**src/rtl/muldiv_pkg.sv**
```systemverilog
// Shared types and constants for the RV32M multiply/divide sequencer.
// The result-select helper maps each funct3 to the low or high accumulator half.
package muldiv_pkg;

  localparam int XLEN       = 32;
  localparam int ITER_COUNT = 32;

  localparam logic [4:0]      LAST_ITER = 5'(ITER_COUNT - 1);
  localparam logic [XLEN-1:0] INT_MIN   = {1'b1, {(XLEN-1){1'b0}}};

  typedef enum logic [1:0] {
    S_IDLE,
    S_ITER,
    S_FIX,
    S_DONE
  } state_t;

  localparam logic [2:0] OP_MUL    = 3'b000;
  localparam logic [2:0] OP_MULH   = 3'b001;
  localparam logic [2:0] OP_MULHSU = 3'b010;
  localparam logic [2:0] OP_MULHU  = 3'b011;
  localparam logic [2:0] OP_DIV    = 3'b100;
  localparam logic [2:0] OP_DIVU   = 3'b101;
  localparam logic [2:0] OP_REM    = 3'b110;
  localparam logic [2:0] OP_REMU   = 3'b111;

  // MUL and DIV/DIVU take the low half (product low / quotient); everything else the high half.
  function automatic logic [XLEN-1:0] select_result(input logic [2:0] op,
                                                    input logic [2*XLEN-1:0] acc);
    if (op == OP_MUL || op[2:1] == 2'b10)
      return acc[XLEN-1:0];
    else
      return acc[2*XLEN-1:XLEN];
  endfunction

endpackage

```
**src/rtl/muldiv_sign_fix.sv**
```systemverilog
// Combinational sign handling: operand magnitudes at accept time and the
// final negation of product / quotient / remainder in the FIX state.
module muldiv_sign_fix
  import muldiv_pkg::*;
(
  input  logic [2:0]        funct3,
  input  logic [XLEN-1:0]   op_a,
  input  logic [XLEN-1:0]   op_b,
  output logic [XLEN-1:0]   a_mag,
  output logic [XLEN-1:0]   b_mag,
  output logic              neg_main,
  output logic              neg_rem,
  input  logic              fix_div,
  input  logic              fix_neg_main,
  input  logic              fix_neg_rem,
  input  logic [2*XLEN-1:0] fix_in,
  output logic [2*XLEN-1:0] fix_out
);

  logic a_signed;
  logic b_signed;
  logic a_neg;
  logic b_neg;
  logic [XLEN-1:0] fix_hi;
  logic [XLEN-1:0] fix_lo;

  always_comb begin
    a_signed = 1'b0;
    b_signed = 1'b0;
    case (funct3)
      OP_MUL, OP_MULH, OP_DIV, OP_REM: begin
        a_signed = 1'b1;
        b_signed = 1'b1;
      end
      OP_MULHSU: a_signed = 1'b1;
      default: ;
    endcase
  end

  assign a_neg = a_signed & op_a[XLEN-1];
  assign b_neg = b_signed & op_b[XLEN-1];

  assign a_mag = a_neg ? -op_a : op_a;
  assign b_mag = b_neg ? -op_b : op_b;

  // For divides neg_main flips the quotient; the remainder follows the dividend.
  assign neg_main = a_neg ^ b_neg;
  assign neg_rem  = a_neg & funct3[2];

  assign fix_hi = fix_in[2*XLEN-1:XLEN];
  assign fix_lo = fix_in[XLEN-1:0];

  always_comb begin
    fix_out = fix_in;
    if (fix_div)
      fix_out = {(fix_neg_rem ? -fix_hi : fix_hi), (fix_neg_main ? -fix_lo : fix_lo)};
    else if (fix_neg_main)
      fix_out = -fix_in;
  end

endmodule

```
**src/rtl/muldiv_sequencer.sv**
```systemverilog
// Iterative RV32M multiply/divide unit: 32 shift-add or restoring
// shift-subtract steps over one shared 64-bit accumulator, then a sign fix.
module muldiv_sequencer
  import muldiv_pkg::*;
(
  input  logic            clk,
  input  logic            rst_n,
  input  logic            start,
  input  logic [2:0]      funct3,
  input  logic [XLEN-1:0] op_a,
  input  logic [XLEN-1:0] op_b,
  input  logic            flush,
  output logic            busy,
  output logic            done,
  output logic [XLEN-1:0] result,
  output logic            stall
);

  state_t              state_reg;
  logic [4:0]          count_reg;
  logic [2:0]          op_reg;
  logic [XLEN-1:0]     opnd_reg;
  logic [2*XLEN-1:0]   acc_reg;
  logic                neg_main_reg;
  logic                neg_rem_reg;

  logic [XLEN-1:0]     a_mag;
  logic [XLEN-1:0]     b_mag;
  logic                neg_main;
  logic                neg_rem;
  logic [2*XLEN-1:0]   fixed;

  muldiv_sign_fix u_sign_fix (
    .funct3       (funct3),
    .op_a         (op_a),
    .op_b         (op_b),
    .a_mag        (a_mag),
    .b_mag        (b_mag),
    .neg_main     (neg_main),
    .neg_rem      (neg_rem),
    .fix_div      (op_reg[2]),
    .fix_neg_main (neg_main_reg),
    .fix_neg_rem  (neg_rem_reg),
    .fix_in       (acc_reg),
    .fix_out      (fixed)
  );

  // Divide-by-zero and signed overflow bypass the iteration entirely.
  logic            div_zero;
  logic            div_ovf;
  logic            special;
  logic [XLEN-1:0] special_result;

  assign div_zero = funct3[2] && (op_b == '0);
  assign div_ovf  = funct3[2] && !funct3[0] && (op_a == INT_MIN) && (op_b == '1);
  assign special  = div_zero | div_ovf;

  always_comb begin
    special_result = '0;
    if (div_zero)
      special_result = funct3[1] ? op_a : '1;
    else if (!funct3[1])
      special_result = INT_MIN;
  end

  // Multiply: multiplier sits in the low half and shifts out LSB-first.
  logic [XLEN:0]     mul_sum;
  logic [2*XLEN-1:0] mul_next;

  assign mul_sum  = {1'b0, acc_reg[2*XLEN-1:XLEN]} + (acc_reg[0] ? {1'b0, opnd_reg} : '0);
  assign mul_next = {mul_sum, acc_reg[XLEN-1:1]};

  // Divide: remainder:quotient shifts left, quotient bit enters at the LSB.
  logic [2*XLEN:0]   div_sh;
  logic [XLEN+1:0]   div_diff;
  logic [2*XLEN-1:0] div_next;

  assign div_sh   = {acc_reg, 1'b0};
  assign div_diff = {1'b0, div_sh[2*XLEN:XLEN]} - {2'b00, opnd_reg};
  assign div_next = div_diff[XLEN+1] ? div_sh[2*XLEN-1:0]
                                     : {div_diff[XLEN-1:0], div_sh[XLEN-1:1], 1'b1};

  always_ff @(posedge clk or negedge rst_n) begin
    if (!rst_n) begin
      state_reg    <= S_IDLE;
      count_reg    <= '0;
      op_reg       <= '0;
      opnd_reg     <= '0;
      acc_reg      <= '0;
      neg_main_reg <= 1'b0;
      neg_rem_reg  <= 1'b0;
      busy         <= 1'b0;
      done         <= 1'b0;
      result       <= '0;
    end else begin
      case (state_reg)
        S_IDLE: begin
          done <= 1'b0;
          if (start && !flush) begin
            op_reg       <= funct3;
            opnd_reg     <= b_mag;
            acc_reg      <= {{XLEN{1'b0}}, a_mag};
            neg_main_reg <= neg_main;
            neg_rem_reg  <= neg_rem;
            count_reg    <= '0;
            busy         <= 1'b1;
            if (special) begin
              result    <= special_result;
              done      <= 1'b1;
              state_reg <= S_DONE;
            end else begin
              state_reg <= S_ITER;
            end
          end
        end
        S_ITER: begin
          if (flush) begin
            state_reg <= S_IDLE;
            busy      <= 1'b0;
          end else begin
            acc_reg   <= op_reg[2] ? div_next : mul_next;
            count_reg <= count_reg + 5'd1;
            if (count_reg == LAST_ITER)
              state_reg <= S_FIX;
          end
        end
        S_FIX: begin
          if (flush) begin
            state_reg <= S_IDLE;
            busy      <= 1'b0;
          end else begin
            acc_reg   <= fixed;
            result    <= select_result(op_reg, fixed);
            done      <= 1'b1;
            state_reg <= S_DONE;
          end
        end
        S_DONE: begin
          state_reg <= S_IDLE;
          busy      <= 1'b0;
          done      <= 1'b0;
        end
        default: begin
          state_reg <= S_IDLE;
          busy      <= 1'b0;
          done      <= 1'b0;
        end
      endcase
    end
  end

  assign stall = start & ~done;

endmodule

```
**config.mk**
```make
export PLATFORM = sky130hd
export DESIGN_NAME = muldiv_sequencer
export DESIGN_NICKNAME = d
export VERILOG_FILES = /design/src/rtl/muldiv_pkg.sv /design/src/rtl/muldiv_sign_fix.sv /design/src/rtl/muldiv_sequencer.sv
export SDC_FILE = /design/constraint.sdc
export NUM_CORES = 1
export LEC_CHECK = 0
export CAP_MARGIN = 30
export CORE_MARGIN = 1
export CORE_UTILIZATION = 50
export CTS_CLUSTER_DIAMETER = 50
export DETAILED_ROUTE_END_ITERATION = 16
export PLACE_DENSITY = 0.7
export RECOVER_POWER = 50
export SETUP_SLACK_MARGIN = 0.5
export SLEW_MARGIN = 20
export SYNTH_ARGS = -nofsm -noshare
export SYNTH_HDL_FRONTEND = slang
export SYNTH_HIERARCHICAL = 1
export SYNTH_SLANG_ARGS = --single-unit
```
**constraint.sdc**
```tcl
create_clock -name clk -period 4.66 [get_ports clk]
set_clock_uncertainty 0.1 [all_clocks]
set_input_delay 1.398 -clock clk [delete_from_list [all_inputs] [get_ports clk]]
set_output_delay 1.398 -clock clk [all_outputs]
set_load 0.01 [all_outputs]
```
# Word level (Yosys, flattened, before mapping)
# Cells that the tools add are included.
[word_totals] regBits=142 out_inout_bits=35 word_cells=107
[classes] addsub=8 n_eq_ne=17 n_mux=39 bitwise=7 reduce_logical=26
[op_table] op="two-way mux 64 bit" n=7
[op_table] op="two-way mux 32 bit" n=12
[op_table] op="one-hot mux 64 bit (3 select lines)" n=1
[op_table] op="negation 32 bit" n=4
[op_table] op="== test 32 bit, second input constant" n=2
[op_table] op="negation 64 bit" n=1
[op_table] op="one-hot mux 32 bit (2 select lines)" n=1
[op_table] op="subtractor 33 x 32 -> 34 bit" n=1
[op_table] op="adder 32 x 32 -> 33 bit" n=1
[op_table] op="logical NOT 32 bit" n=1
[op_table] op="two-way mux 2 bit" n=5
[op_table] op="two-way mux 5 bit" n=2
[op_table] op="one-hot mux 5 bit (2 select lines)" n=1
[op_table] op="inequality test 2 bit, second input constant" n=4
[op_table] op="one-hot mux 2 bit (4 select lines)" n=1
[op_table] op="AND reduction 2 bit" n=4
[op_table] op="AND reduction 4 bit" n=2
[op_table] op="two-way mux 1 bit" n=7
[op_table] op="== test 2 bit, second input constant" n=3
[op_table] op="== test 3 bit, second input constant" n=2
[op_table] op="logical NOT 3 bit" n=2
[op_table] op="one-hot mux 1 bit (3 select lines)" n=2
[op_table] op="nonzero test 3 bit" n=2
[op_table] op="adder 5 x 1 -> 5 bit, second input constant" n=1
[op_table] op="19 further kinds" n=28

# Longest topological paths before layout
[logic_depth] word_depth=8 mapped_depth=16

# Hierarchy
# The synthesis kept the hierarchy.
[modules_own_cells] module="muldiv_sequencer" instances=1 cells_each=1415 area_each_um2=11796.3 seq_area_each_um2=3553.4
[modules_own_cells] module="muldiv_sign_fix" instances=1 cells_each=448 area_each_um2=3060.4 seq_area_each_um2=0.0

# Worst setup path after synthesis
# OpenSTA, ideal clock, no wires.
[synth_timing] path_kind="input -> register" start="in op_b[7]" end="reg result[0]" setup_time_ps=77 arrival_time_ps=3362 t_required_ps=4483 slack_ps=1121 path_stages=9 n_path_buf=1 cell_sequence="or4_1 -> nor4_1 -> and4_1 -> a41o_1 -> a31oi_1 -> a21oi_1 -> clkbuf_1 -> nor2_1 -> a21oi_1"
[synth_between] elab_chain_len=6 word_cells_on_any_way=11 classes_between="eq/ne: 2; mux: 4; bitwise: 1; reduce/logical: 4"
[synth_rtl] item="start: declaration" line_no="muldiv_sequencer.sv:11" text="input logic [XLEN-1:0] op_b,"
[synth_rtl] item="logical NOT 32 bit" line_no="muldiv_sequencer.sv:54" text="assign div_zero = funct3[2] && (op_b == '0);"
[synth_rtl] item="logical AND 1 bit" line_no="muldiv_sequencer.sv:54"
[synth_rtl] item="two-way mux 32 bit" line_no="muldiv_sequencer.sv:60" text="if (div_zero)"
[synth_rtl] item="two-way mux 32 bit" line_no="muldiv_sequencer.sv:107" text="if (special) begin"
[synth_rtl] item="two-way mux 32 bit" line_no="muldiv_sequencer.sv:99" text="if (start && !flush) begin"
[synth_rtl] item="one-hot mux 32 bit (2 select lines)" line_no="muldiv_sequencer.sv:96" text="case (state_reg)"
[synth_rtl] item="end signal: assignment" line_no="muldiv_sequencer.sv:108" text="result <= special_result;"
[synth_rtl] item="end signal: assignment" line_no="muldiv_sequencer.sv:133" text="result <= select_result(op_reg, fixed);"
[synth_rtl] item="end: declaration" line_no="muldiv_sequencer.sv:15" text="output logic [XLEN-1:0] result,"
# Several ways; a longest one is shown, not always the timed one. The select of a mux whose other input is x is not followed.
# A chain may end at the register's enable or synchronous reset.

# Final worst setup path
[layout_timing] start="in op_b[28]" end="reg result[25]"
# The elaborated chain is that of the path after synthesis.

==> run metrics <==
status complete, but fails checks; failing checks capacitance limit, slew limit; layout cells sized above 1 11.3%; mux contribution to synthesized area 9.36%; # setup viols final 0; largest net degree at the start of global routing 72; relative max-transition margin -13.6%; Die H 174 um; Yosys reg bits 142; PwrDens 827 nW/um2; RD Place Congestion 0.966; Synth Area in Adders 6.67%; CTS Buffer Depth 2; most frequent cells in the layout a21oi_1, nand2_1, o21ai_0, dfrtp_1, xnor2_1; initial antenna violation count 0; reg-to-reg startpoint opnd_reg[8]; worst r2r path cells 13; Tmin final 4.06 ns; Slew @ Worst Pin 1.70 ns; xor and xnor area share after synthesis 9.85%; post-CTS setup buffers 0; synthesis-to-layout area growth 14.7%; critical hold path startpoint count_reg[1]; DR top layer met4; register area share after synthesis 23.9%; Final Util 58.9%; via/cell ratio 6.43; total power 14.1 mW; max FFs per register 64; Mapped Avg Cell Area 7.97 um2; commonest non-fill, non-tap cell in the layout a21oi_1; Core ar. 28900 um2; DR vias 15100; Die W 174 um; Max Cap Viol 1; vias in the first global route 14300; Initial Util 51.3%; Metal-1 WL 22500 um; Skew-Pair Late Insertion Delay 0.44 ns; cell-internal power 6.71 mW; clock share of power 10.0%; ANT nets after route 0; I/O Pins 106; GRT overflow 0; WL met2 22300 um; Die ar. 30400 um2; Post-synth EDFFs 0; CP Data Required Time 4.92 ns; Starting DRT DRC Count 1655; cell area after synthesis 14900 um2; Final Slew Violations 66; nets 2098; Net Sw Frac 52.4%; final hold violations 0; Max H-tree Level 4; slowest CP cell clkdlybuf4s50_1; CP Cell Sequence clkdlybuf4s50_1, nor4_2, nand4_1, nor4_1, and4_1, a41o_1, a31oi_1, a21oi_4, buf_12, nor2_1, a21oi_1; WHS Endpoint count_reg[1]; clk sinks 142; Synth Warn # 6; CP Class input pin to flip-flop; Max Clock Freq 0.247 GHz; Psw 7.39 mW; simple-gate share of the synthesized area 19.5%; period utilization 87.0%; number of fill cells 2654; clock-pin slew on the worst setup and hold paths 0.08 ns; Crit. path cell count 11; Setup TNS 0 ns; DR WL/cell 21.6 um; diodes inserted 0; DRC Markers 0; HPWL Detailed 38300 um; R2R Path End acc_reg[58]; Pleak 7.27 nW; Worst Path Arrival 4.31 ns; VDD IR max 0.586 mV; Worst path top cell family by delay simple AND/OR/NAND/NOR gates; FF/Latch Area 3550 um2; Crit Path Max Fanout 62; CTS Root Buffer Type clkbuf_16; Initial DRT Pass Iterations 6; WL final 50800 um; synth unique cells 89; slowest stage delay, CP 0.63 ns; routed wl met3 4210 um; hold_ws 0.421 ns; gr usage total 33.3%; synthesized instance count 1863; fin cells 2346; Worst Hold Class flip-flop to flip-flop; slack of the worst reg-to-reg path 0.67 ns; sequential share of power 19.7%; CP bufs+invs 2; Rows 62; global-route wire length before repair 80200 um; syn nets 2012; compound-cell area share of the yosys netlist 25.1%; RSZ-0062 raised after global routing false; area of the multi-input gates 10500 um2; CTS Buf Count 17; Gate power share 70.3%; cts hold-fix bufs 0; async set or reset register ratio after synthesis 100%; Hold Crit Depth 1; Crit. End Element flip-flop; PortBufs 105; CTS tree done; top_reg_cell synth dfrtp_1; largest family of logic cells by synthesized area compound AO/OA/AOI/OAI gates; startpoint types input pin; DP Cell Count 2313
[power groups by stage]
stage	sequential, mW	combinational [mW]	clock, mW
after floorplan	2.48	6.96	0
after global placement	2.74	9.45	0
after detailed placement	2.75	9.65	0
after CTS	2.73	9.72	1.41
after global routing	2.84	10.7	1.46
final	2.77	9.91	1.41
[metal layers]
metal | up-vias | GRT usage [%]
met4 | 0 | 12.6
met5 | - | 0
met2 | 711 | 51.0
met1 | 7276 | 47.4
met3 | 107 | 4.55
li1 | 6997 | -
[cells by family (layout without fill, tap and decap cells)]
group,Yosys count,after routing
AO/OA/AOI/OAI,596,596
XOR/XNOR,167,167
adder cells (fa/ha/maj),78,78
buffers and inverters,193,292
flip-flops,142,142
multiplexers,127,127
AND/OR/NAND/NOR,560,560
[worst register-to-register path: cells and delay by family (launching register included)]
family | cells | cell delay [ns]
AOI/OAI and AO/OA | 8 | 1.82
and+or+nand+nor | 1 | 0.56
adders and majority gates | 1 | 0.42
DFF | 1 | 0.39
muxes | 1 | 0.31
buffers and inverters | 2 | 0.28
[worst max path at each step]
| stage | start | endpoint |
|---|---|---|
| 2_1_floorplan | op_b[7] | result[0] |
| 5_1_grt | rst_n | opnd_reg[24] |
| 3_3_place_gp | op_b[28] | result[9] |
| 3_5_place_dp | op_b[28] | result[10] |
| 6_report | op_b[28] | result[25] |
| 4_1_cts | acc_reg[31] | acc_reg[58] |
[synthesized netlist by cell type (all sizes together), types with 5 or more instances]
| library cell | number | area (um2) |
|---|---|---|
| a211o | 5 | 43.8 |
| a211oi | 7 | 52.6 |
| a21boi | 5 | 37.5 |
| a21o | 24 | 180 |
| a21oi | 223 | 1130 |
| a221oi | 15 | 138 |
| a31o | 7 | 61.3 |
| a31oi | 16 | 121 |
| and2 | 39 | 244 |
| and3 | 28 | 175 |
| and4 | 8 | 70.1 |
| buf | 18 | 155 |
| clkbuf | 78 | 313 |
| dfrtp | 142 | 3550 |
| ha | 76 | 951 |
| inv | 96 | 360 |
| mux2 | 78 | 901 |
| mux2i | 49 | 490 |
| nand2 | 157 | 592 |
| nand2b | 16 | 100 |
| nand3 | 28 | 140 |
| nand3b | 5 | 37.5 |
| nand4 | 20 | 125 |
| nor2 | 116 | 435 |
| nor2b | 15 | 93.8 |
| nor3 | 32 | 165 |
| nor4 | 37 | 295 |
| o211ai | 38 | 285 |
| o21a | 10 | 76.3 |
| o21ai | 150 | 751 |
| o21bai | 6 | 45.0 |
| o22ai | 9 | 56.3 |
| o31ai | 33 | 267 |
| o41ai | 11 | 126 |
| or2 | 9 | 56.3 |
| or3 | 20 | 126 |
| or4 | 16 | 120 |
| xnor2 | 119 | 1040 |
| xor2 | 48 | 420 |
[layout make-up]
| cell class | instances | area share (%) |
|---|---|---|
| flip-flops and latches | 142 | 20.9 |
| well taps | 384 | 2.82 |
| clock buffers | 17 | 2.50 |
| multi-input cells | 1528 | 61.7 |
| clock inverters | 15 | 1.01 |
| inverters | 97 | 2.14 |
| repair buffers | 163 | 8.98 |
[per-stage QoR]
step	area (um2)	setup WS [ns]
final	17000	0.604
after global routing	17000	0.465
after CTS	17000	0.585
after detailed placement	16400	0.176
after global placement	16400	0.217
after floorplan	14900	1.12
[timing repair]
| action | 4_1_cts | 5_1_grt |
|---|---|---|
| setup endpoints to repair | 1 | 10 |
| gates resized for setup | 1 | 4 |
| cloned | 0 | 0 |
Note: power is estimated with default switching activity, not from simulation.
